[config.mk]
export PLATFORM = sky130hd
export DESIGN_NAME = stdp_controller
export DESIGN_NICKNAME = d
export VERILOG_FILES = /design/src/rtl/stdp_controller.sv
export SDC_FILE = /design/constraint.sdc
export NUM_CORES = 1
export LEC_CHECK = 0
export ABC_AREA = 0
export BUFFER_PORTS_ARGS = -buffer_cell sky130_fd_sc_hd__buf_2
export CORE_UTILIZATION = 53
export CTS_CLUSTER_DIAMETER = 30
export DETAILED_ROUTE_END_ITERATION = 12
export HOLD_SLACK_MARGIN = 0.02
export PLACE_DENSITY = 0.88
export SLEW_MARGIN = 30
export SYNTH_ARGS = -nofsm -noshare
export SYNTH_HDL_FRONTEND = slang
export SYNTH_SLANG_ARGS = --single-unit
[constraint.sdc]
create_clock -name clk -period 2.34 [get_ports clk]
set_input_delay 0.351 -clock clk [delete_from_list [all_inputs] [get_ports clk]]
set_output_delay 0.351 -clock clk [all_outputs]
set_load 0.005 [all_outputs]
[src/rtl/stdp_controller.sv]
// Pair-based STDP controller: pairs pre/post spikes inside a bounded window and
// applies a saturating power-of-two weight delta. `STDP_LTD_EN enables depression.
module stdp_controller #(
    parameter logic [7:0]  W_INIT = 8'd1,
    parameter int unsigned WINDOW = 16
) (
    input  logic       clk,
    input  logic       rst,
    input  logic       learn_en,
    input  logic       pre_spike,
    input  logic       post_spike,
    output logic [7:0] weight,
    output logic [7:0] syn_current,
    output logic       w_upd,
    output logic [3:0] dt
);
    localparam int unsigned DT_W = 4;
    localparam int unsigned W_W  = 8;
    localparam logic [DT_W-1:0] DT_LAST = DT_W'(WINDOW - 1);

    typedef enum logic [1:0] {IDLE, PRE_WAIT, POST_WAIT, UPDATE} state_t;

    state_t         state;
    logic [W_W-1:0] delta;
    logic           ltp;

    logic [W_W-1:0] delta_c;
    logic [W_W:0]   sum_c;
    logic [W_W:0]   diff_c;

    // Power-of-two delta from the interval at the moment of pairing
    always_comb begin
        delta_c = W_W'(2);
        if (dt == DT_W'(1))
            delta_c = W_W'(16);
        else if (dt[3:2] == 2'b00)
            delta_c = W_W'(8);
        else if (dt[3] == 1'b0)
            delta_c = W_W'(4);
    end

    // 9-bit arithmetic so the carry/borrow bit drives the clamp
    always_comb begin
        sum_c  = {1'b0, weight} + {1'b0, delta};
        diff_c = {1'b0, weight} - {1'b0, delta};
    end

    always_ff @(posedge clk) begin
        if (rst) begin
            state       <= IDLE;
            weight      <= W_INIT;
            syn_current <= '0;
            w_upd       <= 1'b0;
            dt          <= '0;
            delta       <= '0;
            ltp         <= 1'b1;
        end else begin
            syn_current <= pre_spike ? weight : '0;
            w_upd       <= 1'b0;
            case (state)
                IDLE: begin
                    dt <= '0;
                    if (learn_en) begin
                        if (pre_spike && !post_spike) begin
                            state <= PRE_WAIT;
                            dt    <= DT_W'(1);
                        end
`ifdef STDP_LTD_EN
                        else if (post_spike && !pre_spike) begin
                            state <= POST_WAIT;
                            dt    <= DT_W'(1);
                        end
`endif
                    end
                end
                PRE_WAIT: begin
                    if (!learn_en) begin
                        state <= IDLE;
                        dt    <= '0;
                    end else if (post_spike) begin
                        state <= UPDATE;
                        delta <= delta_c;
                        ltp   <= 1'b1;
                    end else if (pre_spike) begin
                        dt <= DT_W'(1);
                    end else if (dt == DT_LAST) begin
                        state <= IDLE;
                        dt    <= '0;
                    end else begin
                        dt <= dt + DT_W'(1);
                    end
                end
`ifdef STDP_LTD_EN
                POST_WAIT: begin
                    if (!learn_en) begin
                        state <= IDLE;
                        dt    <= '0;
                    end else if (pre_spike) begin
                        state <= UPDATE;
                        delta <= delta_c;
                        ltp   <= 1'b0;
                    end else if (post_spike) begin
                        dt <= DT_W'(1);
                    end else if (dt == DT_LAST) begin
                        state <= IDLE;
                        dt    <= '0;
                    end else begin
                        dt <= dt + DT_W'(1);
                    end
                end
`endif
                UPDATE: begin
                    if (ltp)
                        weight <= sum_c[W_W] ? {W_W{1'b1}} : sum_c[W_W-1:0];
                    else
                        weight <= diff_c[W_W] ? '0 : diff_c[W_W-1:0];
                    w_upd <= 1'b1;
                    state <= IDLE;
                    dt    <= '0;
                end
                default: begin
                    state <= IDLE;
                    dt    <= '0;
                end
            endcase
        end
    end

endmodule

; Word-level counts from Yosys, hierarchy flattened
; Cells that the tools add are included.
[classes]
add_sub_neg = 2
n_eq_ne = 9
n_reduce_logical = 7
muxes = 19
bitwise_logic = 1
[op_table]
columns = op, n
row1 = $mux W4, 5
row2 = $mux W2, 6
row3 = $add A8 B8 Y9, 1
row4 = $mux W8, 1
row5 = $ne A4 B4 Y1 const B, 2
row6 = $pmux W4 S2, 1
row7 = $mux W5, 1
row8 = $add A4 B1 Y4 const B, 1
row9 = $eq A4 B1 Y1 const B, 1
row10 = $eq A4 B4 Y1 const B, 1
row11 = $logic_not A2 Y1, 2
row12 = $ne A2 B2 Y1 const B, 2
row13 = $pmux W2 S2, 1
row14 = $reduce_and A4 Y1, 1
row15 = $mux W1, 3
row16 = $mux W3, 1
row17 = $ne A3 B3 Y1 const B, 1
row18 = $reduce_and A3 Y1, 1
row19 = $eq A2 B1 Y1 const B, 1
row20 = $eq A2 B2 Y1 const B, 1
row21 = $reduce_or A2 Y1, 1
row22 = $logic_and A1 B1 Y1, 1
row23 = $logic_not A1 Y1, 1
row24 = $not A1 Y1, 1
[totals]
wordCells = 44
regBits = 31

; Depth between registers and ports, before layout
[depth]
word_depth = 6
depth_mapped = 6
ltp_nobuf = 6

; Least setup slack after synthesis
; No wires, ideal clock.
[synth_timing]
path_type = reg-to-reg
startpoint = register weight[1]
endpoint = register weight[7]
arrival_time_ns = 1.563
path_stages_with_launch = 7
setup_slack_ns = 0.645
path_buffers = 0
period_less_slack_ns = 1.695
setup_ns = 0.132
t_required_ns = 2.208
cell_sequence = dfxtp_1 > ha_1 > fa_1 > a21o_1 > a21o_1 > a41oi_1 > nor3_1
[synth_between]
elab_chain_len = 2
[synth_rtl]
columns = element, line
row1 = "start, declared", 12  ; output logic [7:0] weight,
row2 = "start signal, assigned", 114  ; weight <= sum_c[W_W] ? {W_W{1'b1}} : sum_c[W_W-1:0];
row3 = "start signal, assigned", 116  ; weight <= diff_c[W_W] ? '0 : diff_c[W_W-1:0];
row4 = $add A8 B8 Y9, 44  ; sum_c = {1'b0, weight} + {1'b0, delta};
row5 = $mux W8, 114
; Every way passes these cells.
; A chain may end at the register's enable or synchronous reset.

; Worst setup path after layout
; Same ends and word-level chain as after synthesis.

==> out/results.env <==
SETUP_VIOLATIONS=0
CRIT_PATH_END_KIND='flip-flop'
POST_ROUTE_CELLS_DRIVE_ABOVE_1_SHARE=0.227
GRT_START_MAX_NET_PINS=22
FIRST_PASS_ITERS=4
ACHIEVABLE_CLOCK_FREQUENCY_MHz=546
FINISH.NET_COUNT=167
POWERDENSITY_nW_PER_UM2=498
SYNTH.AREA.TOP_CELLS='sky130_fd_sc_hd__dfxtp_1 (43%), sky130_fd_sc_hd__ha_1 (6.0%), sky130_fd_sc_hd__and2_1 (4.5%)'
CLOCK_LATENCY_NS=0.32
YOSYS.AREA.TOP_TYPE_SHARE=0.432
AREA_DELTA_SYNTH_FINAL_PCT=11.5
VIAS_IN_THE_FIRST_GLOBAL_ROUTE=910
CTS_SETUP_BUFFERS=0
CTS_BUFFER_DEPTH=2
SETUP-TNS-FINAL_NS=0
SYNTHARSTFLOPSHARE=0
FINAL_HOLD_VIOLATING_ENDPOINTS=0
LAYOUT_MIN_CYCLE_TIME_NS=1.83
STATIC-LEAKAGE-POWER_nW=0.647
CRITICAL_PATH_PEAK_FANOUT=4
MAXSLEWVIOLCOUNT=0
ANTENNA_FOUND_INITIAL=0
INSERTEDDIODECOUNT=0
DETAIL_ROUTE.WL_PER_CELL_UM=12.5
TOTAL_CLOCK_BUFFERS_CREATED_BY_CTS=3
CP_DATA_ARRIVAL_TIME_NS=2.04
GLOBALROUTETOTALUTIL=0.202
SYNTH_CELL_TYPE_COUNT=41
START_KIND='flip-flop'
POSTSYNTH.TOPFLOPCELL='sky130_fd_sc_hd__dfxtp_1'
SYNTH_AREA_PER_CELL_UM2=9.49
GLOBALPLACE.CONGESTION=0.888
DPL_WORST_SLACK_NS=0.524
FLOORPLAN.DIE_AREA_UM2=2560
GRT_SETUP_UNREPAIRED='false'
WORST_MARGIN_SLEW_NS=0.468
VDD_IR_DROP_MAX_mV=0.352
CTS_HOLD_BUF=0
IO_PINS=26
MAX_CAP_VIOLATIONS=0
POSTSYNTHNETCOUNT=144
FINAL_LAYOUT_FILL_CELL_COUNT=205
WIRE_LENGTH_OF_THE_FIRST_GLOBAL_ROUTING_PASS_UM=3980
BUFFER_PORTS.INSERTED=25
FINALCLOCKSKEW_NS=0.00739
NUM_ROWS=17
CLOCK-ROOT-BUFFER='sky130_fd_sc_hd__clkbuf_4'
WORST-ENDPOINT-REQUIRED_NS=2.54
SHARE_OF_THE_CLOCK_PERIOD_USED_BY_THE_WORST_PATH_AFTER_LAYOUT=0.783
YOSYSWARNINGS=0
WIDTH_OF_THE_DIE_UM=50.6
CLKSINKCOUNT=27
POSTCTSRESIZEDCELLS=0
ROUTED_ANTENNA_NETS=0
SYNTH.LARGEST_AREA_CELL='sky130_fd_sc_hd__dfxtp_1'
CRITICALPATHCATEGORY='flip-flop to flip-flop'
SYNTH.CELL_AREA_UM2=1250
TRITONCTS='built'
STATUS='complete, no violations'
GRT_OVERFLOW_TOTAL=0
DIE_Y_UM=50.6
DRT_ITER0_DRC=11
SLEW_HEADROOM=0.688
HOLDCRITPATHCLASS='input port to flip-flop'
SYNTHCELLS=132
SYNTH-EDFF-COUNT=0
DPL.HPWL_UM=1660
TIMING.FINAL.WS_SETUP_NS=0.507
SYNTH_SEQ_CELLS=27
H_TREE_DEPTH=1
INITIAL_UTILIZATION=0.566
DESIGN_POWER_TOTAL_W=0.000696
DRT-VIAS-PER-INSTANCE=5.48
CORE_AREA_UM2=2210
SEQ_AREA_FRAC_SYNTH=0.432
CLKSLEWWORSTSETUPHOLDPATHS_NS=0.15
DETAILROUTE.VIA_COUNT=998
DRT-TOTAL-WL_UM=2280
REMAINING_DRC_ERRORS=0
[per-stage QoR]
stage               hold slack, ns  instance area, um2  instances   util
global route                 0.351                1400        182  0.631
floorplan                    0.461                1250        132      -
detailed placement           0.463                1370        178  0.619
global placement             0.445                1370        178  0.619
finish                       0.322                1400        182  0.631
CTS                          0.327                1400        182  0.631
[final timing paths]
| check | startpoint | to | slack, ns | cells past startpoint |
|---|---|---|---|---|
| hold / removal | learn_en | state[0]$_SDFFE_PP0P_ | 0.32 | 3 |
| hold reg to reg | weight[0]$_SDFFE_PP1P_ | weight[0]$_SDFFE_PP1P_ | 0.49 | 2 |
| setup reg to reg | weight[1]$_SDFFE_PP0P_ | weight[7]$_SDFFE_PP0P_ | 0.51 | 6 |
| setup / recovery | weight[1]$_SDFFE_PP0P_ | weight[7]$_SDFFE_PP0P_ | 0.51 | 6 |
[layout make-up]
class	count	area, um2	area share
inverter	3	11.3	0.00806
sequential	27	541	0.387
tap	28	35.0	0.0251
timing repair buffer	25	125	0.0896
multi-input combinational	95	658	0.471
clock buffer	4	26.3	0.0188
[cell families after synthesis]
family | synth area share
DFF | 0.432
buffers and inverters | 0.0429
adders and majority gates | 0.0759
xor gates and xnor gates | 0.00699
and+or+nand+nor | 0.267
muxes | 0.00799
AOI/OAI and AO/OA | 0.168
[registers in the layout, indices dropped and copies added (netlist names)]
name,cells
syn_current,8
weight,8
w_upd,1
dt,4
delta,4
state,2
[critical path, stage by stage (launching register included)]
cell                      delay [ns]
sky130_fd_sc_hd__dfxtp_1        0.37
sky130_fd_sc_hd__ha_1           0.25
sky130_fd_sc_hd__fa_1           0.42
sky130_fd_sc_hd__a21o_1         0.21
sky130_fd_sc_hd__a21o_1         0.20
sky130_fd_sc_hd__a41oi_1        0.22
sky130_fd_sc_hd__nor3_1         0.06
[cells in the mapped netlist, drive strengths merged, types with 2 or more instances]
library cell	instances
and3	2
nor2b	3
nor2	15
nor3	8
a21oi	10
inv	3
nor4	3
nand2b	2
o21ai	4
nand4b	2
nor4b	2
dfxtp	27
o211ai	3
a21o	2
a211oi	2
clkbuf	3
o21bai	2
a31oi	2
buf	4
ha	6
nand2	2
and2	9
nand3	4
[layout by cell type, fill, tap and decap left out, drive strengths merged, types with 4 or more instances in the layout]
cell type	count
o21ai	4
clkbuf	4
buf	25
nor2	15
and2	9
ha	6
nor3	8
a21oi	10
dfxtp	27
nand3	4
[layer usage]
layer  track usage  wire length [um]  vias to the layer above  part of all wire
met5             0                 0                        -                 0
met4        0.0694                17                        0            0.0074
met3        0.0273                60                        2             0.026
met2         0.349              1110                       15              0.49
met1         0.255              1090                      467              0.48
li1              -                 -                      514                 -
[power by group]
part,switching (W),internal (W),leakage (nW)
Clock,0.000134,0.0000666,0.0150
Combinational,0.0000182,0.0000116,0.414
Sequential,0.00000308,0.000463,0.218
Total,0.000155,0.000541,0.647
Note: power is estimated with default switching activity, not from simulation.
